==> config.mk <==
export PLATFORM = sky130hd
export DESIGN_NAME = alu_issue_arbiter
export DESIGN_NICKNAME = d
export VERILOG_FILES = /design/src/rtl/alu_issue_arbiter.sv
export SDC_FILE = /design/constraint.sdc
export NUM_CORES = 1
export LEC_CHECK = 0
export CAP_MARGIN = 10
export CORE_AREA = 2 2 150 152
export CTS_CLUSTER_DIAMETER = 150
export DETAILED_ROUTE_END_ITERATION = 10
export DIE_AREA = 0 0 152 154
export DONT_BUFFER_PORTS = 1
export HOLD_SLACK_MARGIN = 0.08
export MAX_ROUTING_LAYER = met4
export PLACE_DENSITY = 0.55
export SLEW_MARGIN = 25
export SYNTH_ARGS = -nofsm -noshare
export SYNTH_HDL_FRONTEND = slang
export SYNTH_SLANG_ARGS = --single-unit
==> constraint.sdc <==
create_clock -name clk -period 1.7 [get_ports clk]
set_clock_uncertainty 0.1 [all_clocks]
set_input_delay 0.34 -clock clk [delete_from_list [all_inputs] [get_ports clk]]
set_output_delay 0.34 -clock clk [all_outputs]
set_load 0.01 [all_outputs]
==> src/rtl/alu_issue_arbiter.sv <==
// Two-requester round-robin issue arbiter for a shared combinational integer ALU.
// S1 holds the granted operation and drives the ALU bus; S2 holds the captured result.
module alu_issue_arbiter #(
  parameter int WIDTH = 32,
  parameter int TAG_W = 4
) (
  input  logic             clk,
  input  logic             rst_n,
  input  logic             req0_valid,
  output logic             req0_ready,
  input  logic [6:0]       req0_opcode,
  input  logic [2:0]       req0_funct3,
  input  logic [6:0]       req0_funct7,
  input  logic [WIDTH-1:0] req0_rs1,
  input  logic [WIDTH-1:0] req0_rs2,
  input  logic [11:0]      req0_imm,
  input  logic [4:0]       req0_shamt,
  input  logic [TAG_W-1:0] req0_tag,
  input  logic             req1_valid,
  output logic             req1_ready,
  input  logic [6:0]       req1_opcode,
  input  logic [2:0]       req1_funct3,
  input  logic [6:0]       req1_funct7,
  input  logic [WIDTH-1:0] req1_rs1,
  input  logic [WIDTH-1:0] req1_rs2,
  input  logic [11:0]      req1_imm,
  input  logic [4:0]       req1_shamt,
  input  logic [TAG_W-1:0] req1_tag,
  output logic             alu_rst,
  output logic [6:0]       alu_opcode,
  output logic [2:0]       alu_funct3,
  output logic [6:0]       alu_funct7,
  output logic [WIDTH-1:0] alu_rs1,
  output logic [WIDTH-1:0] alu_rs2,
  output logic [11:0]      alu_imm,
  output logic [4:0]       alu_shamt,
  input  logic [WIDTH-1:0] alu_rd,
  output logic             rsp_valid,
  input  logic             rsp_ready,
  output logic [WIDTH-1:0] rsp_data,
  output logic [TAG_W-1:0] rsp_tag,
  output logic             rsp_src
);

  logic             s1_v_r;
  logic [TAG_W-1:0] s1_tag_r;
  logic             s1_src_r;
  logic             last_r;
  logic             lock_r;
  logic             lock_idx_r;

  logic             s2_adv_s;
  logic             s1_adv_s;
  logic             can_accept_s;
  logic             any_req_s;
  logic             grant_s;
  logic             accept_s;

  logic [6:0]       sel_opcode_s;
  logic [2:0]       sel_funct3_s;
  logic [6:0]       sel_funct7_s;
  logic [WIDTH-1:0] sel_rs1_s;
  logic [WIDTH-1:0] sel_rs2_s;
  logic [11:0]      sel_imm_s;
  logic [4:0]       sel_shamt_s;
  logic [TAG_W-1:0] sel_tag_s;

  assign alu_rst = ~rst_n;

  // Pipeline advance and S1 availability.
  always_comb begin
    s2_adv_s     = ~rsp_valid | rsp_ready;
    s1_adv_s     = s2_adv_s;
    can_accept_s = ~s1_v_r | s1_adv_s;
  end

  // Round-robin grant; a stalled grant stays locked until its handshake completes.
  always_comb begin
    any_req_s = req0_valid | req1_valid;
    if (lock_r) begin
      grant_s = lock_idx_r;
    end else if (req0_valid & req1_valid) begin
      grant_s = ~last_r;
    end else if (req1_valid) begin
      grant_s = 1'b1;
    end else begin
      grant_s = 1'b0;
    end
  end

  // Ready only toward the granted, valid requester and never while in reset.
  always_comb begin
    req0_ready = rst_n & can_accept_s & ~grant_s & req0_valid;
    req1_ready = rst_n & can_accept_s & grant_s & req1_valid;
    accept_s   = req0_ready | req1_ready;
  end

  // Payload select for the granted requester.
  always_comb begin
    case (grant_s)
      1'b1: begin
        sel_opcode_s = req1_opcode;
        sel_funct3_s = req1_funct3;
        sel_funct7_s = req1_funct7;
        sel_rs1_s    = req1_rs1;
        sel_rs2_s    = req1_rs2;
        sel_imm_s    = req1_imm;
        sel_shamt_s  = req1_shamt;
        sel_tag_s    = req1_tag;
      end
      default: begin
        sel_opcode_s = req0_opcode;
        sel_funct3_s = req0_funct3;
        sel_funct7_s = req0_funct7;
        sel_rs1_s    = req0_rs1;
        sel_rs2_s    = req0_rs2;
        sel_imm_s    = req0_imm;
        sel_shamt_s  = req0_shamt;
        sel_tag_s    = req0_tag;
      end
    endcase
  end

  // Arbitration state: last winner and grant lock.
  always_ff @(posedge clk or negedge rst_n) begin
    if (!rst_n) begin
      last_r     <= 1'b1;
      lock_r     <= 1'b0;
      lock_idx_r <= 1'b0;
    end else begin
      if (accept_s) begin
        last_r <= grant_s;
      end
      lock_r     <= any_req_s & ~accept_s;
      lock_idx_r <= grant_s;
    end
  end

  // S1 operand stage; cleared fields keep the ALU bus at zero when idle.
  always_ff @(posedge clk or negedge rst_n) begin
    if (!rst_n) begin
      s1_v_r     <= 1'b0;
      s1_tag_r   <= {TAG_W{1'b0}};
      s1_src_r   <= 1'b0;
      alu_opcode <= 7'h00;
      alu_funct3 <= 3'h0;
      alu_funct7 <= 7'h00;
      alu_rs1    <= {WIDTH{1'b0}};
      alu_rs2    <= {WIDTH{1'b0}};
      alu_imm    <= 12'h000;
      alu_shamt  <= 5'h00;
    end else if (accept_s) begin
      s1_v_r     <= 1'b1;
      s1_tag_r   <= sel_tag_s;
      s1_src_r   <= grant_s;
      alu_opcode <= sel_opcode_s;
      alu_funct3 <= sel_funct3_s;
      alu_funct7 <= sel_funct7_s;
      alu_rs1    <= sel_rs1_s;
      alu_rs2    <= sel_rs2_s;
      alu_imm    <= sel_imm_s;
      alu_shamt  <= sel_shamt_s;
    end else if (s1_adv_s) begin
      s1_v_r     <= 1'b0;
      s1_tag_r   <= {TAG_W{1'b0}};
      s1_src_r   <= 1'b0;
      alu_opcode <= 7'h00;
      alu_funct3 <= 3'h0;
      alu_funct7 <= 7'h00;
      alu_rs1    <= {WIDTH{1'b0}};
      alu_rs2    <= {WIDTH{1'b0}};
      alu_imm    <= 12'h000;
      alu_shamt  <= 5'h00;
    end
  end

  // S2 response stage captures the ALU result alongside tag and source.
  always_ff @(posedge clk or negedge rst_n) begin
    if (!rst_n) begin
      rsp_valid <= 1'b0;
      rsp_data  <= {WIDTH{1'b0}};
      rsp_tag   <= {TAG_W{1'b0}};
      rsp_src   <= 1'b0;
    end else if (s1_v_r & s2_adv_s) begin
      rsp_valid <= 1'b1;
      rsp_data  <= alu_rd;
      rsp_tag   <= s1_tag_r;
      rsp_src   <= s1_src_r;
    end else if (s2_adv_s) begin
      rsp_valid <= 1'b0;
    end
  end

  alu_issue_arbiter_chk #(
    .WIDTH (WIDTH),
    .TAG_W (TAG_W)
  ) u_chk (
    .clk        (clk),
    .rst_n      (rst_n),
    .req0_valid (req0_valid),
    .req0_ready (req0_ready),
    .req1_valid (req1_valid),
    .req1_ready (req1_ready),
    .rsp_valid  (rsp_valid),
    .rsp_ready  (rsp_ready),
    .rsp_data   (rsp_data),
    .rsp_tag    (rsp_tag),
    .rsp_src    (rsp_src)
  );

endmodule

// Protocol properties for the issue handshakes and response hold under backpressure.
module alu_issue_arbiter_chk #(
  parameter int WIDTH = 32,
  parameter int TAG_W = 4
) (
  input logic             clk,
  input logic             rst_n,
  input logic             req0_valid,
  input logic             req0_ready,
  input logic             req1_valid,
  input logic             req1_ready,
  input logic             rsp_valid,
  input logic             rsp_ready,
  input logic [WIDTH-1:0] rsp_data,
  input logic [TAG_W-1:0] rsp_tag,
  input logic             rsp_src
);

  a_one_ready: assert property (@(posedge clk) disable iff (!rst_n)
    !(req0_ready && req1_ready));

  a_ready_needs_valid: assert property (@(posedge clk) disable iff (!rst_n)
    (!req0_ready || req0_valid) && (!req1_ready || req1_valid));

  a_rsp_hold: assert property (@(posedge clk) disable iff (!rst_n)
    (rsp_valid && !rsp_ready) |=> (rsp_valid && $stable(rsp_data) && $stable(rsp_tag) && $stable(rsp_src)));

endmodule
==> out/qor.tcl, run 1 <==
set qor(synth_largest_type_area_fraction) 0.5225
set qor(post_synth_instance_area_um2) 6897
set qor(ctsLongestPathBuffers) 2
set qor(syn_area_per_cell_um2) 12.52
set qor(buffers_inserted_by_post_cts_timing_repair) 6
set qor(asyncSetResetFlopFracSynth) 1.000
set qor(number_of_flops_mapped_to_enable_cells_by_yosys) 0
set qor(yosys_warnings) 0
set qor(syn-num-nets) 792
set qor(die_x_um) 152
set qor(place_congestion) 0.7840
set qor(cts.repair.resized) 20
set qor(run_status) {did not finish}
set qor(io_buffer_count) 0
set qor(root_buffer) {sky130_fd_sc_hd__clkbuf_16}
set qor(fp.dieH_um) 154
set qor(last-stage-reached) {clock tree synthesis}
set qor(post_syn_instances) 551
set qor(synth.distinct_cells) 23
set qor(synth-seq-cells) 145
set qor(cts.sink_count) 145
set qor(tritoncts.num_buffers) 17
set qor(synth_top_cell_by_area) {sky130_fd_sc_hd__dfrtp_1}
set qor(hold_bufs_at_cts) 173
set qor(fp-row-count) 54
set qor(yosys-top-cells-area) {sky130_fd_sc_hd__dfrtp_1 (52%), sky130_fd_sc_hd__mux2i_1 (30%), sky130_fd_sc_hd__mux2_2 (6.0%)}
set qor(hpwlAfterDp_mm) 11.94
set qor(synthFlopType) {sky130_fd_sc_hd__dfrtp_1}
set qor(floorplan.initialDensity) 0.3180
set qor(error) {[ERROR RSZ-0060] Max buffer count reached.}
set qor(top_level_ports) 380
set qor(proportion_of_synthesized_chip_area_in_sequential_cells) 0.5263
set qor(htreeDepth) 4
Yosys cell counts, types with 3 or more instances:
cell / number
sky130_fd_sc_hd__nor2_1: 4
sky130_fd_sc_hd__clkbuf_4: 3
sky130_fd_sc_hd__nand2_1: 107
sky130_fd_sc_hd__mux2i_1: 204
sky130_fd_sc_hd__clkbuf_1: 10
sky130_fd_sc_hd__buf_2: 8
sky130_fd_sc_hd__mux2_2: 37
sky130_fd_sc_hd__buf_4: 9
sky130_fd_sc_hd__dfrtp_1: 144
sky130_fd_sc_hd__buf_8: 6
kinds of logic after synthesis:
family | after synthesis | synth area share
buffers and inverters | 40 | 0.04173
muxes | 241 | 0.3565
AOI/OAI and AO/OA | 8 | 0.008709
and+or+nand+nor | 117 | 0.06676
DFF | 145 | 0.5263
stage by stage:
stage	instances	util	TNS (ns)	area [um^2]	setup WS, ns
2_1_floorplan	551	-	0	6897	0.03207
3_3_place_gp	815	0.3329	-16.10	7221	-0.2193
3_5_place_dp	815	0.3329	-20.86	7221	-0.2994
==> run 2: changes to the inputs <==
Settings changed: CORE_AREA 2 2 150 152 to 2 2 147 149, CTS_CLUSTER_DIAMETER 150 to unset, DIE_AREA 0 0 152 154 to 0 0 149 151, HOLD_SLACK_MARGIN 0.08 to unset, MAX_ROUTING_LAYER met4 to unset, PLACE_DENSITY 0.55 to unset, PLACE_DENSITY_LB_ADDON set to 0.15.
Clock period 1.7 ns to 2.2 ns, I/O delays scaled along.
==> out/qor.tcl, run 2 <==
set qor(run_status) {finished, violations left}
set qor(violations) {negative hold slack}
set qor(peak_supply_drop_mv) 0.4755
set qor(post_synthesis_compound_gate_area_fraction) 0.008708 ;# unchanged
set qor(worstMarginPinSlew_ns) 0.7015
set qor(fillers) 2030
set qor(grt_pass1_wl_mm) 25.81
set qor(asyncSetResetFlopFracSynth) 1.000 ;# unchanged
set qor(areaGrowthSynthToFinish_pct) 13.88
set qor(power_per_cell_area_nw_per_um2) 1101
set qor(io_buffer_count) 0 ;# unchanged
set qor(die_x_um) 149 ;# -2.0%
set qor(htreeDepth) 4 ;# unchanged
set qor(via_count_of_the_first_global_routing_pass) 4458
set qor(final.hold.worst_slack_ns) -0.3939
set qor(post_synth_instance_area_um2) 6897 ;# unchanged
set qor(worst_setup_hold_path_clk_slew_ns) 0.07
set qor(antenna_violations_before_repair) 0
set qor(proportion_of_synthesized_chip_area_in_sequential_cells) 0.5263 ;# unchanged
set qor(timing_worst_setup_path_type) {flip-flop to output pin}
set qor(timing.final.hold_violations) 145
set qor(most_frequent_cells_in_the_layout) {sky130_fd_sc_hd__mux2i_1 (204), sky130_fd_sc_hd__dfrtp_1 (144), sky130_fd_sc_hd__nand2_1 (107)}
set qor(number_of_flops_mapped_to_enable_cells_by_yosys) 0 ;# unchanged
set qor(grt_use_total) 0.1529
set qor(wire_per_inst_um) 21.30
set qor(max-slew-margin-rel) 0.5324
set qor(globalRouteOverflowTotal) 0
set qor(critical-path-max-stage-delay_ns) 0.54
set qor(fp-row-count) 53 ;# -1.9%
set qor(cts.sink_count) 145 ;# unchanged
set qor(max_freq_mhz) 477.4
set qor(route.final.wire_length_mm) 17.83
set qor(yosys.cell_count.top_type) {sky130_fd_sc_hd__mux2i_1}
set qor(registers_with_the_highest_flip_flop_counts) {alu_rs1 x32, alu_rs2 x32, rsp_data x32}
set qor(hold_path.class) {primary input to asynchronous set/reset pin}
set qor(layout_commonest_cell) {sky130_fd_sc_hd__mux2i_1}
set qor(worstSkewPairLatency_ns) 0.42
set qor(core_region_area_um2) 20820
set qor(grt_start_max_net_pins) 147
set qor(vias_per_cell) 5.025
set qor(fp.dieArea_um2) 22500
set qor(cpMaxStageDelayCell) {sky130_fd_sc_hd__dfstp_2}
set qor(final-setup-viol-count) 0
set qor(first_pass_iters) 4
set qor(hpwlAfterDp_mm) 12.83 ;# +7.5%
set qor(initialDrtViolationCount) 158
set qor(muxShareOfSynthArea) 0.3565 ;# unchanged
set qor(detail_route.drc_violations) 0
set qor(dominant_combinational_cell_family_by_area_after_synthesis) {multiplexers}
set qor(crit_path_cells) {nand2_1 -> a22oi_2 -> buf_6 -> inv_2 -> and3_4}
set qor(tritoncts.num_buffers) 17 ;# unchanged
set qor(setup_ws_ns) 0.1054
set qor(yosys-top-cells-area) {sky130_fd_sc_hd__dfrtp_1 (52%), sky130_fd_sc_hd__mux2i_1 (30%), sky130_fd_sc_hd__mux2_2 (6.0%)}
set qor(antenna_nets_post_route) 0
set qor(synth_largest_type_area_fraction) 0.5225 ;# unchanged
set qor(critical_path.startpoint_type) {flip-flop}
set qor(synth_simple_gate_area_share) 0.06676 ;# unchanged
set qor(floorplan.initialDensity) 0.3312 ;# +0.01322
set qor(ctsLongestPathBuffers) 2 ;# unchanged
set qor(diodes) 0
set qor(fp.dieH_um) 151 ;# -1.9%
set qor(syn-num-nets) 792 ;# unchanged
set qor(critical_path.max_fanout) 3
set qor(synth_xor_xnor_area_share) 0 ;# unchanged
set qor(worstPathBufferInverterCount) 2
set qor(vias) 4206
set qor(synth_top_cell_by_area) {sky130_fd_sc_hd__dfrtp_1}
set qor(synth-adder-area-share) 0 ;# unchanged
set qor(post_syn_instances) 551 ;# unchanged
set qor(fin_tns_setup_ns) 0
set qor(place_congestion) 0.7552 ;# -3.7%
set qor(yosys_warnings) 0 ;# unchanged
set qor(top_level_ports) 380 ;# unchanged
set qor(final_net_count) 790
set qor(min_period_ns) 2.095
set qor(syn_area_per_cell_um2) 12.52 ;# unchanged
set qor(dpl_worst_slack_ns) 0.2317 ;# +0.5311 ns
set qor(root_buffer) {sky130_fd_sc_hd__clkbuf_16}
set qor(synth.distinct_cells) 23 ;# unchanged
set qor(clock_tree_from_tritoncts) {yes}
set qor(timing.critical_path.to_type) {output pin}
set qor(synth-seq-cells) 145 ;# unchanged
set qor(cp_data_arrival_time_ns) 1.55
set qor(drv_cap) 0
set qor(timing_max_transition_violations_final) 0
set qor(netlist_top_cells_count) {sky130_fd_sc_hd__mux2i_1 (204), sky130_fd_sc_hd__dfrtp_1 (144), sky130_fd_sc_hd__nand2_1 (107), sky130_fd_sc_hd__mux2_2 (37), sky130_fd_sc_hd__clkbuf_1 (10)}
set qor(total_leakage_power_nw) 3.780
set qor(min_period_over_period) 0.9521
set qor(rsz_0062_raised_after_global_routing) {no}
set qor(worst_path_dominant_cell_family) {flip-flops}
set qor(critPathRequiredTime_ns) 1.66
set qor(drive_gt1_frac) 0.1673
set qor(synthFlopType) {sky130_fd_sc_hd__dfrtp_1}
==> run 2: cell counts after synthesis <==
No cell type changed its count.
==> run 2: path summary, 6_finish.rpt <==
| check | from | to | slack, ns | cells after the start |
|---|---|---|---|---|
| min in group clk | req0_valid | lock_r | 0.05 | 2 |
| max in group asynchronous | rst_n | last_r | 2.16 | 0 |
| max | last_r | req1_ready | 0.11 | 5 |
| max reg2reg | last_r | alu_rs1[8] | 0.15 | 7 |
| min | rst_n | alu_rs1[18] | -0.39 | 0 |
| min reg2reg | last_r | last_r | 0.39 | 1 |
==> run 2: kinds of logic after synthesis <==
kind of cell    count (synthesis)
simple gates                  117
mux                           241
compound gates                  8
buf+inv                        40
flops                         145
==> run 2: worst register-to-register path: stages (launching register included) <==
cell,delay (ns)
sky130_fd_sc_hd__dfstp_2,0.54
sky130_fd_sc_hd__nand2_1,0.06
sky130_fd_sc_hd__a22oi_2,0.19
sky130_fd_sc_hd__buf_6,0.13
sky130_fd_sc_hd__buf_4,0.13
sky130_fd_sc_hd__buf_4,0.27
sky130_fd_sc_hd__mux2i_1,0.36
sky130_fd_sc_hd__mux2i_1,0.12
==> run 2: what timing repair did <==
action | 4_1_cts | 5_1_grt
endpoints found under the setup margin | 2 | 2
hold endpoints to repair | 145 | 145
pin swaps | 1 | 2
gates resized for setup | 4 | 3
buffers inserted | 1 | 1
==> run 2: through the flow <==
| stage | utilization | cell area [um^2] | hold slack (ns) | cells | total power, mW |
|---|---|---|---|---|---|
| floorplan | - | 6897 | 0.04441 | 551 | 5.268 |
| detailed placement | 0.3464 | 7212 | 0.04825 | 803 | 5.749 |
| global placement | 0.3464 | 7212 | 0.04856 | 803 | 5.679 |
| CTS | 0.3764 | 7838 | -0.4157 | 836 | 8.801 |
| finish | 0.3772 | 7854 | -0.3939 | 837 | 8.648 |
| global route | 0.3772 | 7854 | -0.4174 | 837 | 9.127 |
==> run 2: cell type report <==
type                       count  area [um^2]  area share
multi-input combinational    366         3009      0.3831
inverter                       2        7.507   0.0009559
clock inverter                14        167.7     0.02135
clock buffer                  18        439.2     0.05592
tap                          275        344.1     0.04381
timing repair buffer          17        256.5     0.03266
sequential                   145         3630      0.4622
==> run 2: power breakdown <==
group,internal [mW],leakage [nW],switching [mW],total (mW)
registers,3.24,1.87,0.698,3.94
clock network,1.74,0.293,1.23,2.97
logic,0.907,1.62,0.836,1.74
==> run 2: routing by layer <==
metal  global-route usage  routed length [um]
met5                    0                   0
met4              0.04905                 223
met3              0.05783                1660
met2               0.2659                9259
met1               0.1740                6683
Note: power is estimated with default switching activity, not from simulation.
